`config.mk`:
```
export PLATFORM = sky130hd
export DESIGN_NAME = pcss_link_rx_axis
export DESIGN_NICKNAME = d
export VERILOG_FILES = /design/src/rtl/pcss_link_rx_axis.sv
export SDC_FILE = /design/constraint.sdc
export NUM_CORES = 1
export LEC_CHECK = 0
export ABC_AREA = 1
export CAP_MARGIN = 20
export CORE_MARGIN = 2
export CORE_UTILIZATION = 39
export DETAILED_ROUTE_END_ITERATION = 12
export PLACE_DENSITY = 0.55
export SYNTH_ARGS = -nofsm -noshare
export SYNTH_HDL_FRONTEND = slang
export SYNTH_SLANG_ARGS = --single-unit
export TNS_END_PERCENT = 20
```
`constraint.sdc`:
```
create_clock -name clk -period 4.11 [get_ports clk]
set_clock_uncertainty 0.15 [all_clocks]
set_input_delay 0.411 -clock clk [delete_from_list [all_inputs] [get_ports clk]]
set_output_delay 0.411 -clock clk [all_outputs]
set_load 0.01 [all_outputs]
```
`src/rtl/pcss_link_rx_axis.sv`:
```
// Chip-link receive packer: 4 x 16-bit link words -> 64-bit AXIS beats.
// Parity checking is compiled in only when PCSS_RX_PARITY_EN is defined.
module pcss_link_rx_axis #(
  parameter int CHIPDATA_WIDTH = 16,
  parameter int DATA_WIDTH     = 64,
  parameter int FIFO_DEPTH     = 16,
  parameter int IDLE_TIMEOUT   = 64
) (
  input  logic                      clk,
  input  logic                      rst_n,
  input  logic [CHIPDATA_WIDTH-1:0] link_data_in,
  input  logic                      link_valid_in,
  input  logic                      link_par_in,
  output logic                      link_ready_out,
  output logic                      link_err_out,
  output logic [DATA_WIDTH-1:0]     M_AXIS_recv_tdata,
  output logic                      M_AXIS_recv_tvalid,
  output logic                      M_AXIS_recv_tlast,
  output logic [DATA_WIDTH/8-1:0]   M_AXIS_recv_tkeep,
  input  logic                      M_AXIS_recv_tready,
  output logic [15:0]               err_count,
  output logic [31:0]               beat_count
);

  localparam int LANES = DATA_WIDTH / CHIPDATA_WIDTH;
  localparam int KW    = DATA_WIDTH / 8;
  localparam int LB    = CHIPDATA_WIDTH / 8;
  localparam int AW    = $clog2(FIFO_DEPTH);
  localparam int NW    = $clog2(LANES);
  localparam int EW    = DATA_WIDTH + KW + 1;

  typedef enum logic [1:0] {
    EMPTY,
    FILL,
    FLUSH
  } state_t;

  state_t state_q, state_d;

  logic                  ready_q;
  logic                  accept;
  logic                  bad;
  logic                  good;
  logic                  last_word;
  logic                  timeout;
  logic [DATA_WIDTH-1:0] pack_q;
  logic [DATA_WIDTH-1:0] pack_ins;
  logic [NW-1:0]         nwords_q;
  logic [15:0]           idle_q;

  logic                  stg_vld_q;
  logic [DATA_WIDTH-1:0] stg_data_q;
  logic [KW-1:0]         stg_keep_q;
  logic                  stg_last_q;

  logic [EW-1:0]         mem [FIFO_DEPTH];
  logic [EW-1:0]         head;
  logic [AW-1:0]         wr_ptr;
  logic [AW-1:0]         rd_ptr;
  logic [AW:0]           count_q;
  logic                  wr_en;
  logic                  rd_en;
  logic                  full;
  logic                  tvalid;
  logic [31:0]           beat_q;

  function automatic logic [KW-1:0] keep_of(input logic [NW-1:0] n);
    logic [KW-1:0] k;
    k = '0;
    for (int i = 0; i < LANES; i++) begin
      if (i < int'(n)) k[i*LB +: LB] = '1;
    end
    return k;
  endfunction

  assign accept    = link_valid_in && ready_q;
  assign good      = accept && !bad;
  assign last_word = good && (nwords_q == NW'(LANES - 1));
  assign timeout   = (state_q == FILL) && !accept &&
                     (idle_q == 16'(IDLE_TIMEOUT - 1));

  always_comb begin
    pack_ins = pack_q;
    pack_ins[nwords_q*CHIPDATA_WIDTH +: CHIPDATA_WIDTH] = link_data_in;
  end

  always_comb begin
    state_d = state_q;
    unique case (state_q)
      EMPTY: if (good) state_d = FILL;
      FILL: begin
        if (last_word)    state_d = EMPTY;
        else if (timeout) state_d = FLUSH;
      end
      FLUSH:   state_d = EMPTY;
      default: state_d = EMPTY;
    endcase
  end

  // Completed or flushed beats pass through one staging register
  always_ff @(posedge clk) begin
    if (!rst_n) begin
      state_q    <= EMPTY;
      pack_q     <= '0;
      nwords_q   <= '0;
      idle_q     <= '0;
      stg_vld_q  <= 1'b0;
      stg_data_q <= '0;
      stg_keep_q <= '0;
      stg_last_q <= 1'b0;
    end else begin
      state_q   <= state_d;
      stg_vld_q <= 1'b0;
      if (last_word) begin
        stg_vld_q  <= 1'b1;
        stg_data_q <= pack_ins;
        stg_keep_q <= '1;
        stg_last_q <= 1'b0;
        pack_q     <= '0;
        nwords_q   <= '0;
      end else if (good) begin
        pack_q   <= pack_ins;
        nwords_q <= nwords_q + 1'b1;
      end else if (state_q == FLUSH) begin
        stg_vld_q  <= 1'b1;
        stg_data_q <= pack_q;
        stg_keep_q <= keep_of(nwords_q);
        stg_last_q <= 1'b1;
        pack_q     <= '0;
        nwords_q   <= '0;
      end
      if (accept || state_q != FILL) idle_q <= '0;
      else                           idle_q <= idle_q + 1'b1;
    end
  end

  assign wr_en  = stg_vld_q;
  assign tvalid = (count_q != '0);
  assign rd_en  = tvalid && M_AXIS_recv_tready;
  assign full   = (count_q == (AW+1)'(FIFO_DEPTH));
  assign head   = mem[rd_ptr];

  always_ff @(posedge clk) begin
    if (wr_en) mem[wr_ptr] <= {stg_last_q, stg_keep_q, stg_data_q};
  end

  always_ff @(posedge clk) begin
    if (!rst_n) begin
      wr_ptr  <= '0;
      rd_ptr  <= '0;
      count_q <= '0;
      ready_q <= 1'b0;
      beat_q  <= '0;
    end else begin
      if (wr_en) wr_ptr <= wr_ptr + 1'b1;
      if (rd_en) rd_ptr <= rd_ptr + 1'b1;
      unique case ({wr_en, rd_en})
        2'b10:   count_q <= count_q + 1'b1;
        2'b01:   count_q <= count_q - 1'b1;
        default: count_q <= count_q;
      endcase
      ready_q <= (count_q <= (AW+1)'(FIFO_DEPTH - 2)) &&
                 (state_d != FLUSH);
      if (rd_en) beat_q <= beat_q + 1'b1;
    end
  end

`ifdef PCSS_RX_PARITY_EN
  logic        err_q;
  logic [15:0] err_cnt_q;

  assign bad = ^{link_data_in, link_par_in};

  always_ff @(posedge clk) begin
    if (!rst_n) begin
      err_q     <= 1'b0;
      err_cnt_q <= '0;
    end else begin
      err_q <= accept && bad;
      if (accept && bad && err_cnt_q != 16'hFFFF)
        err_cnt_q <= err_cnt_q + 1'b1;
    end
  end

  assign link_err_out = err_q;
  assign err_count    = err_cnt_q;
`else
  logic unused_par;

  assign unused_par   = link_par_in;
  assign bad          = 1'b0;
  assign link_err_out = 1'b0;
  assign err_count    = '0;
`endif

  assign link_ready_out     = ready_q;
  assign M_AXIS_recv_tvalid = tvalid;
  assign M_AXIS_recv_tdata  = tvalid ? head[DATA_WIDTH-1:0] : '0;
  assign M_AXIS_recv_tkeep  = tvalid ? head[DATA_WIDTH +: KW] : '0;
  assign M_AXIS_recv_tlast  = tvalid && head[EW-1];
  assign beat_count         = beat_q;

  a_no_overflow: assert property (
    @(posedge clk) disable iff (!rst_n) !(wr_en && full)
  );

endmodule
```
[Word-level counts from Yosys, hierarchy flattened]
Memory sizes are Yosys's and may differ from the RTL's. A register that Yosys moved wholly into a read port is not among the register bits.
Cells that the tools add are included.
W data, S select, Z words.
Word-level totals
  word-level logic and storage cells: 85
  register bits: 204
  memory bits (writable): 1168
  output and inout port bits: 124
  memories kept: 1
Operators by class
  bitwise gates (word level): 2
  reduce and logical (&&, ||, !) cells: 18
  magnitude comparators: 4
  multiplexer cells: 28
  shift-type cells: 2
  eq/ne operators: 9
  add/subtract/negate cells: 8
Memories
  mem: depth 16, bits a word 73, rd ports 1, clocked after Yosys merged registers in 1, write ports 1, RTL line 56  | logic [EW-1:0] mem [FIFO_DEPTH];
Operator list (count)
  $mux W64: 6
  $bwmux W64: 1
  $shift A16 B34 Y64 const A: 1
  $shiftx A16 B34 Y64: 1
  $neg A6 Y34: 1
  $add A32 B1 Y32 const B: 1
  $mux W8: 4
  $add A16 B1 Y16 const B: 1
  $eq A16 B6 Y1 const B: 1
  $mux W2: 8
  $pmux W5 S2: 1
  $add A4 B1 Y4 const B: 2
  $mux W4: 2
  $logic_and A1 B1 Y1: 7
  $eq A2 B2 Y1 const B: 3
  $reduce_bool A2 Y1: 3
  $add A5 B1 Y5 const B: 1
  $le A5 B4 Y1 const B: 1
  $mux W1: 5
  $reduce_bool A5 Y1: 1
  $sub A5 B1 Y5 const B: 1
  $eq A2 B1 Y1 const B: 2
  $lt A1 B2 Y1 const A: 2
  $ne A2 B1 Y1 const B: 2
  other kinds (10): 13

[Logic depth before layout (Yosys ltp)]
Gate-level depths: netlist of run 1.
  depth in word-level cells: 9
  mapped depth: 15
  depth with buffers taken out: 14

[Least setup slack after synthesis of run 1]
OpenSTA, ideal clock, no wires.
  path type: register -> register
  from: reg wr_ptr[1]
  to: mem mem[12][0] (netlist name) (enable)
  setup time: 0.496 ns
  cell stages (with the launch flop): 5
  slack: -0.103 ns
  arrival: 3.567 ns
  period minus slack after synthesis: 4.213 ns
  path through: dfxtp_1 -> inv_1 -> ha_1 -> nand2_1 -> nor2_1
RTL lines
  from (decl): RTL line 58  | logic [AW-1:0] wr_ptr;
  from (signal assigned): RTL line 155  | if (wr_en) wr_ptr <= wr_ptr + 1'b1;
  to (decl): RTL line 56
No word-level cell before the write port.

==> results.py, run 1 <==
metrics = {
    "floorplan": {
        "io_pins": 145,
        "rows": 135,
        "initial_core_util": 0.392,
        "core_um2": 135000,
        "die_area_um2": 139000,
        "chipHeight_um": 372,
        "die_x_um": 372,
    },
    "layout": {
        "fillers": 12400,
        "drive_gt1_frac": 0.0714,
        "multi_input_area_um2": 13700,
        "seq_area_um2": 37300,
        "fin_nets": 4803,
        "final_common_cell": "edfxtp_1",
        "syn2layout_area_growth_pct": 15.0,
        "antenna_cells": 0,
        "fin_area_um2": 60800,
        "final_cell_mix": "edfxtp_1, nor2_1, o21ai_0",
    },
    "sta": {
        "slew_headroom": 0.272,
        "fin_crit_ps": 4010,
        "tns_ps": 0,
        "timing.hold.ws_ps": 49.3,
        "max_freq_ghz": 0.249,
        "worst_slack_ps": 98.9,
        "hold_viol_final": 0,
        "maxSlewViolCount": 0,
        "setup_viol": 0,
        "worst_pin_slew_ps": 1090,
        "rsz0062_at_grt": "true",
        "min_period_over_period": 0.976,
    },
    "setup_path": {
        "cp_max_fo": 139,
        "reg2reg_slack_ps": 1020,
        "cp_common_cell": "nor2_1",
        "crit_buf_inv": 2,
        "crit_type": "reg2out",
        "cp-start-kind": "flop",
        "cp_slowest_cell": "clkdlybuf4s50_1",
        "worstSetupEndpointType": "primary output",
        "crit_family": "buffers and inverters",
        "arrival_ps": 3450,
        "critPathMaxStageDelay_ps": 640,
        "required_ps": 3550,
        "crit_chain": "buf_16 -> nor2_1 -> nor2_1 -> o21ai_0 -> o211ai_1 -> nand3_1 -> a21oi_1 -> clkdlybuf4s50_1",
    },
    "power": {
        "p_switching_mw": 10.9,
        "seq_power_share": 0.407,
        "ir_worst_vdd_v": 0.000428,
        "swShare": 0.309,
        "power.density_nw_per_um2": 581,
        "p_total_mw": 35.4,
        "clockPowerShare": 0.340,
        "p_int_mw": 24.4,
        "comb_power_share": 0.253,
        "leakage_nw": 20.8,
    },
    "yosys": {
        "netlist_instances": 4682,
        "ys_types": 34,
        "yosysTopAreaCell": "edfxtp_1",
        "synth_area_leaders": "edfxtp_1, dfxtp_1, nor2_1",
        "synth_top_area_share": 0.627,
        "syn_area_per_cell_um2": 11.3,
        "ys_ff_latch": 1308,
        "synth_area_um2": 52900,
        "yosysWarnings": 0,
        "ys_seq_area_frac": 0.704,
    },
    "clocking": {
        "cts_sinks": 1308,
        "hold_buffers": 0,
        "cts_buffers": 140,
        "clk_pin_slew_ps": 60,
        "cts_tree": "yes",
        "clock_latency_ps": 760,
        "clock_path_buffers": 3,
        "htreeDepth": 4,
        "root_buffer": "clkbuf_16",
    },
    "detailed_routing": {
        "vias_per_cell": 5.38,
        "drt_iter0_markers": 3674,
        "post-route-drc-count": 0,
        "ant_nets": 0,
        "routed_wl_um": 147000,
        "firstDrtPassIters": 5,
        "post_drt_wl_per_cell_um": 22.1,
        "via_count": 35800,
    },
    "global_routing": {
        "grt_pass1_vias": 33800,
        "grt-ovfl-total": 0,
        "grt_max_degree": 140,
        "antenna_found_initial": 1,
        "grt_usage": 0.209,
        "grt_pass1_wl_um": 217000,
    },
    "run_status": {
        "status": "finished clean",
    },
    "place": {
        "dp_hpwl_um": 76600,
        "placed_area_um2": 56400,
        "io_buffers": 126,
        "gp_congestion": 0.810,
        "pre_cts_ws_ps": 545,
    },
    "min_path": {
        "hold_path.class": "in2reg",
    },
    "flow_run": {
        "cap_viol_max_count": 0,
    },
}
[cell usage after synthesis]
master,count
a31oi_1,23
o21ai_1,86
a21oi_1,225
nand3_1,187
nor3b_1,4
nor2_1,995
nor2_2,1
buf_1,19
nand2_1,413
clkbuf_1,215
xnor2_1,5
ha_1,17
clkinv_1,2
fa_1,1
o22ai_1,40
inv_1,193
buf_6,13
conb_1,1
buf_2,53
and2_1,1
dfxtp_1,204
inv_2,3
nor4_1,2
o211ai_1,242
a211oi_1,2
or2_2,3
nand4_1,30
and3_1,2
o21a_1,1
edfxtp_1,1104
nor3_1,11
xor2_1,8
o21ai_0,549
buf_4,27
[what timing repair did]
item                       in CTS  in global routing
setup buffers                   5                  5
setup endpoints to repair      43                 39
pin swaps                       0                  0
resized for setup               5                  9
[per-stage QoR]
stage               instances  utilization
CTS                      6650        0.450
floorplan                4698            -
global route             6655        0.450
finish                   6655        0.450
detailed placement       6393        0.417
global placement         6393        0.417
[power groups by stage]
stage          Clock (mW)  Combinational (mW)  Sequential (mW)
6_report             12.0                8.96             14.4
5_1_grt              12.8                9.93             14.4
4_1_cts              12.3                8.96             14.4
3_5_place_dp            0                8.82             14.7
3_3_place_gp            0                8.78             14.7
2_1_floorplan           0                5.47             14.6
[state kept, by name (all words and copies together) (netlist names), 2 cells and up, named ones only]
register    count
mem          1104
pack_q         64
stg_data_q     64
beat_count     32
idle_q         16
count_q         5
rd_ptr          4
stg_keep_q      4
wr_ptr          4
nwords_q        2
state_q         2
[worst reg2reg max path, stage by stage, from the launching register on]
cell and delay (ps):
dfxtp_1 340, buf_4 210, inv_1 170, ha_1 610, nand4_1 760, o21ai_0 540
nand2_1 100, a21oi_1 140
[kinds of logic after synthesis]
family                     Yosys count  share of synthesized area
AOI/OAI and AO/OA                 1168                      0.124
xor gates and xnor gates            13                    0.00215
adders and majority gates           18                    0.00440
buffers and inverters              525                     0.0423
DFF                               1308                      0.704
other                                1                  0.0000709
and+or+nand+nor                   1649                      0.124
[cell type report]
type / count / share of cell area
Sequential cell: 1308 / 0.612
Multi-Input combinational cell: 2865 / 0.224
Clock inverter: 59 / 0.00755
Timing Repair Buffer: 251 / 0.0432
Clock buffer: 193 / 0.0634
Inverter: 198 / 0.0125
Tap cell: 1781 / 0.0366
[final timing paths]
check	startpoint	endpoint	cells past startpoint
hold reg to reg	idle_q[0]	idle_q[0]	1
setup / recovery	flop	M_AXIS_recv_tdata[16]	8
setup reg to reg	nwords_q[0]	pack_q[1]	7
hold / removal	rst_n	beat_count[23]	3
[per-layer routing]
layer  GRT usage  part of all wire  vias up
met2       0.323              0.46     1053
met3      0.0379             0.059      239
met1       0.300              0.46    17700
li1            -                 -    16700
met4      0.0668             0.025        0
met5           0                 0        -
Note: power is estimated with default switching activity, not from simulation.
==> run 2, diff against run 1 <==
--- a/config.mk
+++ b/config.mk
@@ -5,7 +5,6 @@
 export SDC_FILE = /design/constraint.sdc
 export NUM_CORES = 1
 export LEC_CHECK = 0
-export ABC_AREA = 1
 export CAP_MARGIN = 20
 export CORE_MARGIN = 2
 export CORE_UTILIZATION = 39
==> results.py, run 2 <==
metrics = {
    "yosys": {
        "synth_top_family_by_area": "multiplexers",
        "synth_area_um2": 50800,
        "yosysTopAreaCell": "edfxtp_1",
        "ys_dominant_reg_cell": "edfxtp_1",
        "synth_compound_area_frac": 0.0362,
        "synthArstFlopShare": 0,
        "yosysWarnings": 0,
        "synthMuxAreaShare": 0.153,
        "ys_ff_latch": 1308,
        "synth-xor-area-share": 0.00862,
        "ys_seq_area_frac": 0.733,
        "synth_area_leaders": "edfxtp_1, mux4_2, dfxtp_1",
        "synthAdderAreaFrac": 0.00458,
        "syn_area_per_cell_um2": 18.5,
        "synth-edff-count": 1104,
        "ys_types": 54,
        "yosys.cell_count.top_type": "edfxtp_1",
        "synthTopCellsByCount": "edfxtp_1, mux4_2, dfxtp_1",
        "yosys.area_share.simple": 0.0466,
        "synth_top_area_share": 0.652,
        "netlist_instances": 2752,
    },
    "setup_path": {
        "required_ps": 3550,
        "crit_family": "buffers and inverters",
        "crit_buf_inv": 3,
        "critPathMaxStageDelay_ps": 610,
        "cp_slowest_cell": "clkdlybuf4s50_1",
        "crit_type": "reg2out",
        "crit_chain": "buf_12 -> buf_4 -> mux4_2 -> mux2i_1 -> o22ai_1 -> clkdlybuf4s50_1",
        "arrival_ps": 3340,
        "cp_max_fo": 34,
        "worstSetupEndpointType": "primary output",
        "cp-start-kind": "flop",
    },
    "layout": {
        "fillers": 11000,
        "final_cell_mix": "edfxtp_1, mux4_2, dfxtp_1",
        "drive_gt1_frac": 0.203,
        "syn2layout_area_growth_pct": 16.3,
        "seq_area_um2": 37200,
        "final_common_cell": "edfxtp_1",
        "instances_no_fill": 4794,
        "largestRegisters": "mem x1104, pack_q x64, stg_data_q x64",
        "fin_nets": 2986,
        "multi_input_area_um2": 12800,
        "largest_register": "mem",
        "antenna_cells": 0,
        "largest_register_ffs": 1104,
    },
    "detailed_routing": {
        "drt_iter0_markers": 2499,
        "vias_per_cell": 5.49,
        "post-route-drc-count": 0,
        "ant_nets": 0,
        "via_count": 26300,
        "routed_wl_um": 126000,
        "firstDrtPassIters": 7,
        "post_drt_wl_per_cell_um": 26.3,
    },
    "clocking": {
        "root_buffer": "clkbuf_16",
        "htreeDepth": 4,
        "cts-resized-gates": 0,
        "cts_tree": "yes",
        "clock_path_buffers": 3,
        "cts_buffers": 140,
        "cts_sinks": 1308,
        "clk_pin_slew_ps": 60,
        "clock_latency_ps": 760,
    },
    "sta": {
        "slew_headroom": 0.411,
        "tns_ps": 0,
        "setup_viol": 0,
        "max_freq_ghz": 0.257,
        "fin_crit_ps": 3900,
        "rsz0062_at_grt": "false",
        "hold_viol_final": 0,
        "worst_pin_slew_ps": 883,
        "min_period_over_period": 0.948,
        "maxSlewViolCount": 0,
    },
    "flow_run": {
        "cap_viol_max_count": 0,
    },
    "global_routing": {
        "grt_pass1_vias": 27300,
        "grt_max_degree": 71,
        "grt-ovfl-total": 0,
        "antenna_found_initial": 5,
        "grt_usage": 0.191,
        "grt_pass1_wl_um": 184000,
    },
    "min_path": {
        "hold_path.class": "in2reg",
    },
    "floorplan": {
        "rows": 132,
        "die_area_um2": 133000,
        "io_pins": 145,
        "initial_core_util": 0.392,
        "chipHeight_um": 365,
        "die_x_um": 365,
        "core_um2": 129000,
    },
    "place": {
        "gp_congestion": 0.775,
        "io_buffers": 126,
        "dp_hpwl_um": 67900,
        "dp_cells": 4541,
    },
    "power": {
        "clockPowerShare": 0.460,
        "p_int_mw": 21.4,
        "p_switching_mw": 5.35,
        "seq_power_share": 0.531,
        "power.density_nw_per_um2": 452,
        "ir_worst_vdd_v": 0.000364,
        "swShare": 0.200,
        "leakage_nw": 18.7,
        "comb_power_share": 0.008,
    },
    "run_status": {
        "status": "finished clean",
    },
}
==> run 2: metrics by stage <==
step | util | power (mW) | worst slack [ps] | cell area [um2] | hold slack (ps)
6_report | 0.456 | 26.7 | 213 | 59100 | 298
4_1_cts | 0.456 | 27.0 | 71.5 | 59100 | 242
5_1_grt | 0.456 | 27.5 | 50.6 | 59100 | 306
2_1_floorplan | - | 14.6 | 986 | 50900 | 268
3_5_place_dp | 0.422 | 14.7 | 785 | 54600 | 297
3_3_place_gp | 0.422 | 14.7 | 730 | 54600 | 280
==> run 2: logic make-up after synthesis <==
group	count (synthesis)
xor gates and xnor gates	50
AOI/OAI and AO/OA	307
adders and majority gates	18
and+or+nand+nor	440
buffers and inverters	197
muxes	431
DFF	1308
other	1
==> run 2: tightest hold or removal path, stage by stage <==
cell	delay (ps)
clkdlybuf4s50_1	570
nand2_1	130
a21oi_1	60
==> run 2: layout make-up <==
class / instances / share of cell area
Tap cell: 1742 / 0.0369
Clock buffer: 177 / 0.0634
Inverter: 17 / 0.00112
Clock inverter: 70 / 0.0119
Timing Repair Buffer: 217 / 0.0397
Sequential cell: 1308 / 0.630
Multi-Input combinational cell: 1263 / 0.217
==> run 2: power groups by stage <==
stage,registers (mW),logic (mW),clock network [mW]
finish,14.2,0.217,12.3
global route,14.2,0.231,13.1
CTS,14.2,0.214,12.6
detailed placement,14.5,0.213,0
global placement,14.5,0.209,0
floorplan,14.5,0.123,0
==> run 2: repair_timing <==
action,in CTS,in global routing
endpoints found under the setup margin,7,0
hold buffers,1,0
buffers inserted,5,0
endpoints found under the hold margin,34,0
==> run 2: worst paths after layout <==
check | start | endpoint | slack, ps | cells after the start
worst max-delay path | flop | M_AXIS_recv_tdata[47] | 210 | 6
worst min register to register | idle_q[0] | idle_q[0] | 310 | 1
worst max register to register | count_q[0] | count_q[4] | 800 | 10
worst min-delay path | link_data_in[15] | stg_data_q[63] | 300 | 3
==> run 2: metal layers <==
| metal | part of all wire | up-vias | GRT usage |
|---|---|---|---|
| li1 | - | 11300 | - |
| met1 | 0.43 | 14000 | 0.264 |
| met2 | 0.49 | 797 | 0.314 |
| met3 | 0.056 | 173 | 0.0308 |
| met4 | 0.020 | 4 | 0.0524 |
| met5 | 0.00021 | - | 0 |
